[src/rtl/fast_arith_pkg.sv]
// Shared types and helpers for the arithmetic datapath blocks:
// FSM state encoding, Booth digit codes and the radix-4 step count.
package fast_arith_pkg;

    typedef enum logic [1:0] {
        IDLE = 2'd0,
        BUSY = 2'd1,
        DONE = 2'd2
    } state_t;

    typedef enum logic [2:0] {
        ZERO = 3'd0,
        POS1 = 3'd1,
        POS2 = 3'd2,
        NEG1 = 3'd3,
        NEG2 = 3'd4
    } booth_digit_t;

    // Operands carry two extension bits, so one extra radix-4 digit is needed.
    function automatic int booth_steps(input int input_length);
        return input_length / 2 + 1;
    endfunction

endpackage

[src/rtl/booth_digit_encoder.sv]
// Radix-4 Booth digit encoder: maps a 3-bit multiplier window and the
// extended multiplicand to a signed partial product one bit wider.
module booth_digit_encoder
    import fast_arith_pkg::*;
#(
    parameter int W = 10
) (
    input  logic [2:0] i_bits,
    input  logic [W-1:0] i_a,
    output logic [W:0] o_pp
);

    booth_digit_t w_digit;
    logic [W:0] w_a1;

    assign w_a1 = {i_a[W-1], i_a};

    always_comb begin
        w_digit = ZERO;
        unique case (i_bits)
            3'b001, 3'b010: w_digit = POS1;
            3'b011:         w_digit = POS2;
            3'b100:         w_digit = NEG2;
            3'b101, 3'b110: w_digit = NEG1;
            default:        w_digit = ZERO;
        endcase
    end

    // The multiplicand already carries redundant sign bits, so 2A never overflows.
    always_comb begin
        o_pp = '0;
        unique case (w_digit)
            POS1:    o_pp = w_a1;
            POS2:    o_pp = w_a1 << 1;
            NEG1:    o_pp = -w_a1;
            NEG2:    o_pp = -(w_a1 << 1);
            default: o_pp = '0;
        endcase
    end

endmodule

[src/rtl/booth_seq_multiplier.sv]
// Iterative radix-4 Booth multiplier, one digit per cycle, valid/ready on both sides.
// Define BOOTH_SATURATE_EN to clamp out-of-range products and flag oOverflow.
module booth_seq_multiplier
    import fast_arith_pkg::*;
#(
    parameter int INPUT_LENGTH  = 8,
    parameter int OUTPUT_LENGTH = 16
) (
    input  logic                     iClk,
    input  logic                     iRst,
    input  logic                     iValid,
    output logic                     oReady,
    input  logic [INPUT_LENGTH-1:0]  iA,
    input  logic [INPUT_LENGTH-1:0]  iB,
    input  logic                     iSigned,
    output logic                     oValid,
    input  logic                     iReady,
    output logic [OUTPUT_LENGTH-1:0] oRes,
    output logic                     oOverflow,
    output logic [1:0]               oDbgState
);

    // Handshake: a transfer happens on a rising edge where valid && ready are both high.
    localparam int EXT_W  = INPUT_LENGTH + 2;
    localparam int PP_W   = EXT_W + 1;
    localparam int ACC_W  = 2 * INPUT_LENGTH + 4;
    localparam int PROD_W = 2 * INPUT_LENGTH;
    localparam int N      = booth_steps(INPUT_LENGTH);
    localparam int CNT_W  = $clog2(N + 1);
    localparam logic [CNT_W-1:0] LAST_STEP = CNT_W'(N - 1);

    state_t                   r_state;
    state_t                   w_state_next;
    logic [EXT_W-1:0]         r_a;
    logic [EXT_W-1:0]         r_b;
    logic [ACC_W-1:0]         r_acc;
    logic [CNT_W-1:0]         r_cnt;
    logic [OUTPUT_LENGTH-1:0] r_res;
    logic                     r_ovf;
    logic                     w_accept;
    logic                     w_take;
    logic                     w_last;
    logic [EXT_W:0]           w_b_pad;
    logic [2:0]               w_bits;
    logic [PP_W-1:0]          w_pp;
    logic [ACC_W-1:0]         w_addend;
    logic [ACC_W-1:0]         w_acc_next;
    logic [OUTPUT_LENGTH-1:0] w_res_next;
    logic                     w_ovf_next;

    always_ff @(posedge iClk) begin
        if (iRst) r_state <= IDLE;
        else      r_state <= w_state_next;
    end

    always_comb begin
        w_state_next = r_state;
        unique case (r_state)
            IDLE:    if (w_accept) w_state_next = BUSY;
            BUSY:    if (w_last)   w_state_next = DONE;
            DONE:    if (w_take)   w_state_next = IDLE;
            default: w_state_next = IDLE;
        endcase
        if (iRst) w_state_next = IDLE;
    end

    always_comb begin
        oReady   = (r_state == IDLE) && !iRst;
        oValid   = (r_state == DONE);
        w_accept = iValid && oReady;
        w_take   = oValid && iReady;
        w_last   = (r_state == BUSY) && (r_cnt == LAST_STEP);
    end

    assign oRes      = r_res;
    assign oOverflow = r_ovf;
    assign oDbgState = r_state;

    // b[-1] = 0 is appended below bit 0 so window i starts at bit 2i.
    assign w_b_pad = {r_b, 1'b0};
    assign w_bits  = w_b_pad[{r_cnt, 1'b0} +: 3];

    booth_digit_encoder #(.W(EXT_W)) u_enc (
        .i_bits (w_bits),
        .i_a    (r_a),
        .o_pp   (w_pp)
    );

    assign w_addend   = {{(ACC_W - PP_W){w_pp[PP_W-1]}}, w_pp} << {r_cnt, 1'b0};
    assign w_acc_next = r_acc + w_addend;

`ifdef BOOTH_SATURATE_EN
    logic                     r_signed;
    logic signed [PROD_W-1:0] w_prod;
    logic signed [PROD_W-1:0] w_prod_hi;

    always_ff @(posedge iClk) begin
        if (iRst)          r_signed <= 1'b0;
        else if (w_accept) r_signed <= iSigned;
    end

    assign w_prod = w_acc_next[PROD_W-1:0];

    // Signed fit: every bit from OUTPUT_LENGTH-1 upward must equal the sign.
    always_comb begin
        w_prod_hi  = '0;
        w_res_next = w_prod[OUTPUT_LENGTH-1:0];
        w_ovf_next = 1'b0;
        if (r_signed) begin
            w_prod_hi = w_prod >>> (OUTPUT_LENGTH - 1);
            if (w_prod_hi != '0 && w_prod_hi != '1) begin
                w_ovf_next = 1'b1;
                w_res_next = w_prod[PROD_W-1] ? {1'b1, {(OUTPUT_LENGTH-1){1'b0}}}
                                              : {1'b0, {(OUTPUT_LENGTH-1){1'b1}}};
            end
        end else if ((w_prod >> OUTPUT_LENGTH) != '0) begin
            w_ovf_next = 1'b1;
            w_res_next = '1;
        end
    end
`else
    assign w_res_next = w_acc_next[OUTPUT_LENGTH-1:0];
    assign w_ovf_next = 1'b0;
`endif

    always_ff @(posedge iClk) begin
        if (iRst) begin
            r_a   <= '0;
            r_b   <= '0;
            r_acc <= '0;
            r_cnt <= '0;
            r_res <= '0;
            r_ovf <= 1'b0;
        end else if (w_accept) begin
            r_a   <= iSigned ? {{2{iA[INPUT_LENGTH-1]}}, iA} : {2'b00, iA};
            r_b   <= iSigned ? {{2{iB[INPUT_LENGTH-1]}}, iB} : {2'b00, iB};
            r_acc <= '0;
            r_cnt <= '0;
        end else if (r_state == BUSY) begin
            r_acc <= w_acc_next;
            r_cnt <= r_cnt + 1'b1;
            if (w_last) begin
                r_res <= w_res_next;
                r_ovf <= w_ovf_next;
            end
        end
    end

endmodule
[config.mk]
export PLATFORM = sky130hd
export DESIGN_NAME = booth_seq_multiplier
export DESIGN_NICKNAME = d
export VERILOG_FILES = /design/src/rtl/fast_arith_pkg.sv /design/src/rtl/booth_digit_encoder.sv /design/src/rtl/booth_seq_multiplier.sv
export SDC_FILE = /design/constraint.sdc
export NUM_CORES = 1
export LEC_CHECK = 0
export BUFFER_PORTS_ARGS = -buffer_cell sky130_fd_sc_hd__clkbuf_2
export CORE_AREA = 3 3 98 100
export CTS_BUF_LIST = sky130_fd_sc_hd__clkbuf_16
export CTS_CLUSTER_SIZE = 24
export DETAILED_ROUTE_END_ITERATION = 12
export DIE_AREA = 0 0 101 103
export GPL_TIMING_DRIVEN = 0
export PLACE_DENSITY_LB_ADDON = 0.05
export SETUP_SLACK_MARGIN = 0.3
export SYNTH_ARGS = -nofsm -noshare
export SYNTH_HDL_FRONTEND = slang
export SYNTH_HIERARCHICAL = 1
export SYNTH_SLANG_ARGS = --single-unit
[constraint.sdc]
create_clock -name iClk -period 6.5 [get_ports iClk]
set_clock_uncertainty 0.15 [all_clocks]
set_input_delay 0.65 -clock iClk [delete_from_list [all_inputs] [get_ports iClk]]
set_output_delay 0.65 -clock iClk [all_outputs]
set_load 0.01 [all_outputs]
**Word-level counts from Yosys, hierarchy flattened**

Cells that the tools add are included.

- Add/sub/neg operators: 4
- Equality and inequality tests: 16
- Shift operators: 2
- Mux-type cells: 8
- Bitwise gates (word level): 1
- Reduce and logical (&&, ||, !) cells: 11

Operator list:

| cell | count |
|---|---|
| case mux 11 bit (4 select lines) | 1 |
| negator 11 bit | 2 |
| adder 20 bit | 1 |
| two-way mux 10 bit | 2 |
| << shifter 20 x 4 -> 20 bit | 1 |
| equality test 3 bit (second input constant) | 5 |
| equality test 3 x 2 -> 1 bit (second input constant) | 4 |
| case mux 3 bit (4 select lines) | 1 |
| variable part select 11 x 5 -> 3 bit | 1 |
| equality test 3 x 1 -> 1 bit (second input constant) | 2 |
| two-way mux 2 bit | 3 |
| case mux 2 bit (3 select lines) | 1 |
| AND reduction 3 bit | 2 |
| OR reduction 2 bit | 3 |
| logical AND 1 bit | 4 |
| != test 2 bit (second input constant) | 2 |
| adder 3 x 1 -> 3 bit (second input constant) | 1 |
| equality test 2 x 1 -> 1 bit (second input constant) | 1 |
| equality test 2 bit (second input constant) | 1 |
| zero test 2 bit | 1 |
| != test 2 x 1 -> 1 bit (second input constant) | 1 |
| zero test 1 bit | 1 |
| inverter 1 bit | 1 |

- Flip-flop bits (word level): 61
- Output and inout bits: 21

**Depth between registers and ports, before layout**

- Depth in word-level cells: 8
- Mapped depth: 24
- Gate-level depth less buffers: 21

**Cells and area by module**

The synthesis kept the hierarchy.

Modules (own cells, without submodules):

| module | instances | cells an instance | area each (um2) |
|---|---|---|---|
| booth_seq_multiplier | 1 | 406 | 3316.9 |
| booth_digit_encoder | 1 | 92 | 619.3 |

**Least setup slack after synthesis**

No wires, ideal clock.

- Path kind: register to register
- From: register r_cnt[0]
- To: register r_res[14] (netlist: oRes[14])
- Library setup time: 0.120 ns
- Data arrival time: 4.331 ns
- Required time: 6.230 ns
- Setup slack: 1.899 ns
- Stages on the path, launching flop included: 23
- Buffers on the path: 5
- Clock period less this slack: 4.601 ns
- Cell sequence: dfxtp_1 > buf_2 > buf_1 > buf_2 > nor2_1 > nand3_1 > o21ai_1 > clkbuf_1 > nor2b_1 > nor2b_1 > clkbuf_1 > a22oi_1 > nand2_1 > mux2_2 > a22oi_1 > nor2_1 > ha_1 > a21o_1 > a221oi_2 > o21bai_2 > o41ai_4 > or4_1 > nand3_1

- Word-level cells in the longest chain between the ends: 8

RTL lines:

| element | line | RTL |
|---|---|---|
| start: declaration | booth_seq_multiplier.sv:37 | `logic [CNT_W-1:0] r_cnt;` |
| start signal: assignment | booth_seq_multiplier.sv:141 | `r_cnt <= r_cnt + 1'b1;` |
| variable part select 11 x 5 -> 3 bit * | booth_seq_multiplier.sv:81 | `assign w_bits = w_b_pad[{r_cnt, 1'b0} +: 3];` |
| via w_bits[2] | booth_seq_multiplier.sv:44 | `logic [2:0] w_bits;` |
| equality test 3 bit (tied with other cells) | booth_digit_encoder.sv:20 | `unique case (i_bits)` |
| OR reduction 2 bit | booth_digit_encoder.sv:20 |  |
| case mux 3 bit (4 select lines) * | booth_digit_encoder.sv:20 |  |
| equality test 3 bit (tied with other cells) | booth_digit_encoder.sv:32 | `unique case (w_digit)` |
| case mux 11 bit (4 select lines) * | booth_digit_encoder.sv:32 |  |
| via w_pp[4] | booth_seq_multiplier.sv:45 | `logic [PP_W-1:0] w_pp;` |
| << shifter 20 x 4 -> 20 bit * | booth_seq_multiplier.sv:89 | `assign w_addend = {{(ACC_W - PP_W){w_pp[PP_W-1]}}, w_pp} << {r_cnt, 1'b0};` |
| adder 20 bit * | booth_seq_multiplier.sv:90 | `assign w_acc_next = r_acc + w_addend;` |
| end signal: assignment | booth_seq_multiplier.sv:143 | `r_res <= w_res_next;` |
| end: declaration | booth_seq_multiplier.sv:38 | `logic [OUTPUT_LENGTH-1:0] r_res;` |

The timed path passes the listed nets; every way through them passes the cells marked *.
A chain may end at the register's enable or synchronous reset.

**Worst setup path after layout**

- From: register r_cnt[0]
- To: register r_res[10] (netlist: oRes[10])

Same word-level chain as after synthesis.

==> impl_metrics.tcl <==
set metrics [dict create \
    status "complete, no violations" \
    critPathLaunchType "flip-flop" \
    clockBufferDepth 2 \
    critPathArrivalTime_ps 5860 \
    ys_async_sr_fraction_pct 0 \
    synthFlopType "dfxtp_1" \
    grt.total_usage_pct 21.6 \
    postLayoutCoreUtil_pct 50.4 \
    holdCritStartpoint "r_b[4]" \
    io_pins 42 \
    drt_iter0_markers 198 \
    drive_gt1_share_pct 15.0 \
    post-route-min-period_ps 5820 \
    num_rows 34 \
    root_buffer "clkbuf_16" \
    ys_seq_area_share_pct 28.0 \
    cp-end-kind "flip-flop" \
    final_common_cell "nand2_1" \
    leakagePower_nw 1.74 \
    area_delta_synth_final_pct 12.3 \
    die_area_um2 10400 \
    cp-startpoint "r_cnt[0]" \
    core_area_um2 8760 \
    placed_cells 645 \
    total_power_uw 893 \
    globalplace.congestion 0.860 \
    post_drt_wl_per_cell_um 16.5 \
    cts_setup_buffers 0 \
    maxCapViolCount 0 \
    grt_pass1_wl_mm 17.8 \
    path_class "flip-flop to flip-flop" \
    start_util_pct 44.9 \
    avgViaCountPerCell 5.61 \
    grt_pass1_vias 3440 \
    clk_latency_ps 300 \
    cts_tree "yes" \
    dp_slack_ps 828 \
    portBuffers 39 \
    syn_area_per_cell_um2 7.90 \
    comb_power_share_pct 27.6 \
    p_sw_uw 301 \
    ctsHoldBuffers 0 \
    netlist_instances 498 \
    synth_area_um2 3940 \
    hold_viol 0 \
    synth_nets 538 \
    tightest_slew_ps 667 \
    fmax_mhz 172 \
    clk_pin_slew_ps 80 \
    grt_max_degree 20 \
    drc 0 \
    cts_buffers 5 \
    p_clk_share_pct 31.9 \
    synth_cell_types 76 \
    most-common-layout-cells "62 x nand2_1, 55 x dfxtp_1, 41 x a21oi_1" \
    synth_edf_count 0 \
    cts_max_level 2 \
    min_path_type "flip-flop to flip-flop" \
    firstDrtPassIters 5 \
    fin_crit_sh_pct 89.6 \
    antenna_cells 0 \
    vias 3663 \
    dieHeight_um 103 \
    setup_viol 0 \
    nets 584 \
    drt_wl_total_mm 10.8 \
    antenna_found_initial 0 \
    critPathMaxFanout 10 \
    overflow 0 \
    hpwl_mm 8.21 \
    ir_drop_v 0.000119 \
    cellPowerDensity_nw_per_um2 202 \
    fin_cells 653 \
    final.setup.worst_slack_ps 677 \
    ys_warn_count 6 \
    cp.required_ps 6540 \
    setup_tns_ps 0 \
    ys_seq_elements 55 \
    slew_violations 0 \
    max_slew_margin_pct 55.5 \
    final_antenna_net_count 0 \
    numClockSinks 55 \
    p_int_uw 592 \
    swShare_pct 33.7 \
    rr_startpoint "r_cnt[0]" \
    die_x_um 101 \
    rsz0062_at_grt "false" \
    power_frac_seq_pct 40.5 \
    cts_resized 0 \
]
==> registers in the layout, indices dropped and copies added, names as in the netlist <==
name and flops:
oDbgState 2, r_a 9, r_cnt 3, oRes 16, r_b 9, r_acc 16
==> Yosys cell counts, drive strengths merged (4+ instances only) <==
cell | instances | area [µm²]
a211oi | 10 | 75.1
inv | 11 | 41.3
nand3b | 4 | 30.0
nand3 | 17 | 85.1
nand4 | 4 | 25.0
clkbuf | 19 | 71.3
xnor2 | 18 | 158
o31ai | 4 | 43.8
nor3b | 4 | 30.0
and3 | 4 | 26.3
nor3 | 11 | 66.3
mux2i | 11 | 110
ha | 18 | 225
or4 | 6 | 52.6
nand2 | 62 | 233
dfxtp | 55 | 1100
buf | 17 | 120
a31oi | 5 | 46.3
nand2b | 23 | 144
o21ai | 33 | 165
nor2 | 37 | 141
a21o | 5 | 37.5
a21oi | 43 | 223
a22oi | 5 | 37.5
nor2b | 7 | 43.8
xor2 | 7 | 61.3
==> per-layer routing <==
| metal | wire, µm | global-route usage [%] | vias to the layer above |
|---|---|---|---|
| li1 | - | - | 1877 |
| met1 | 5690 | 34.4 | 1679 |
| met2 | 4440 | 31.1 | 100 |
| met3 | 587 | 2.23 | 7 |
| met4 | 67 | 4.19 | 0 |
| met5 | 0 | 0 | - |
==> area by class of cell <==
class | count | area, µm²
plain buffers | 36 | 191
clock buffers | 5 | 125
clock inverters | 3 | 28.8
fillers | 893 | 4340
inverters | 13 | 48.8
multi-input cells | 394 | 2590
flip-flops and latches | 55 | 1100
well taps | 108 | 135
repair buffers | 39 | 195
==> path summary, 6_finish.rpt <==
kind                    to  slack, ps  cells after the start
hold / removal      r_b[4]        310                      2
setup reg to reg  oRes[10]        680                     22
hold reg to reg     r_b[4]        310                      2
setup / recovery  oRes[10]        680                     22
==> logic make-up after synthesis <==
kind of cell / synth area share [%]
mux: 4.80
buf+inv: 6.10
other cells: 0.0953
simple gates: 26.0
flops: 28.0
xor+xnor: 5.56
fa+ha+maj: 6.23
compound gates: 23.2
==> worst max-delay path, cell delays in order (launching register included) <==
cell and delay [ps]:
dfxtp_1 320, buf_2 200, buf_1 290, buf_2 270, nor2_1 280, nand3_1 140
o21ai_1 110, clkbuf_1 360, nor2b_1 300, nor2b_1 160, clkbuf_1 300, o21ai_0 150
o21ai_0 240, mux2i_1 220, o2bb2ai_1 250, nor2b_1 170, ha_1 340, and3_1 200
a221oi_2 420, a21oi_2 130, a31oi_1 490, or4_1 190, nand3_1 60
==> per-stage QoR <==
stage                     area (µm²)  hold WS, ps
after floorplan                 3940          286
after global placement          4270          295
after detailed placement        4270          299
after CTS                       4420          315
after global routing            4420          341
final                           4420          313
==> power groups by stage <==
stage               logic, mW  registers, mW  clock network [mW]
global placement        0.242          0.369                   0
detailed placement      0.242          0.369                   0
global route            0.272          0.364               0.310
floorplan               0.182          0.366                   0
CTS                     0.244          0.361               0.293
finish                  0.247          0.362               0.285
Power figures use the tool's default switching activity.
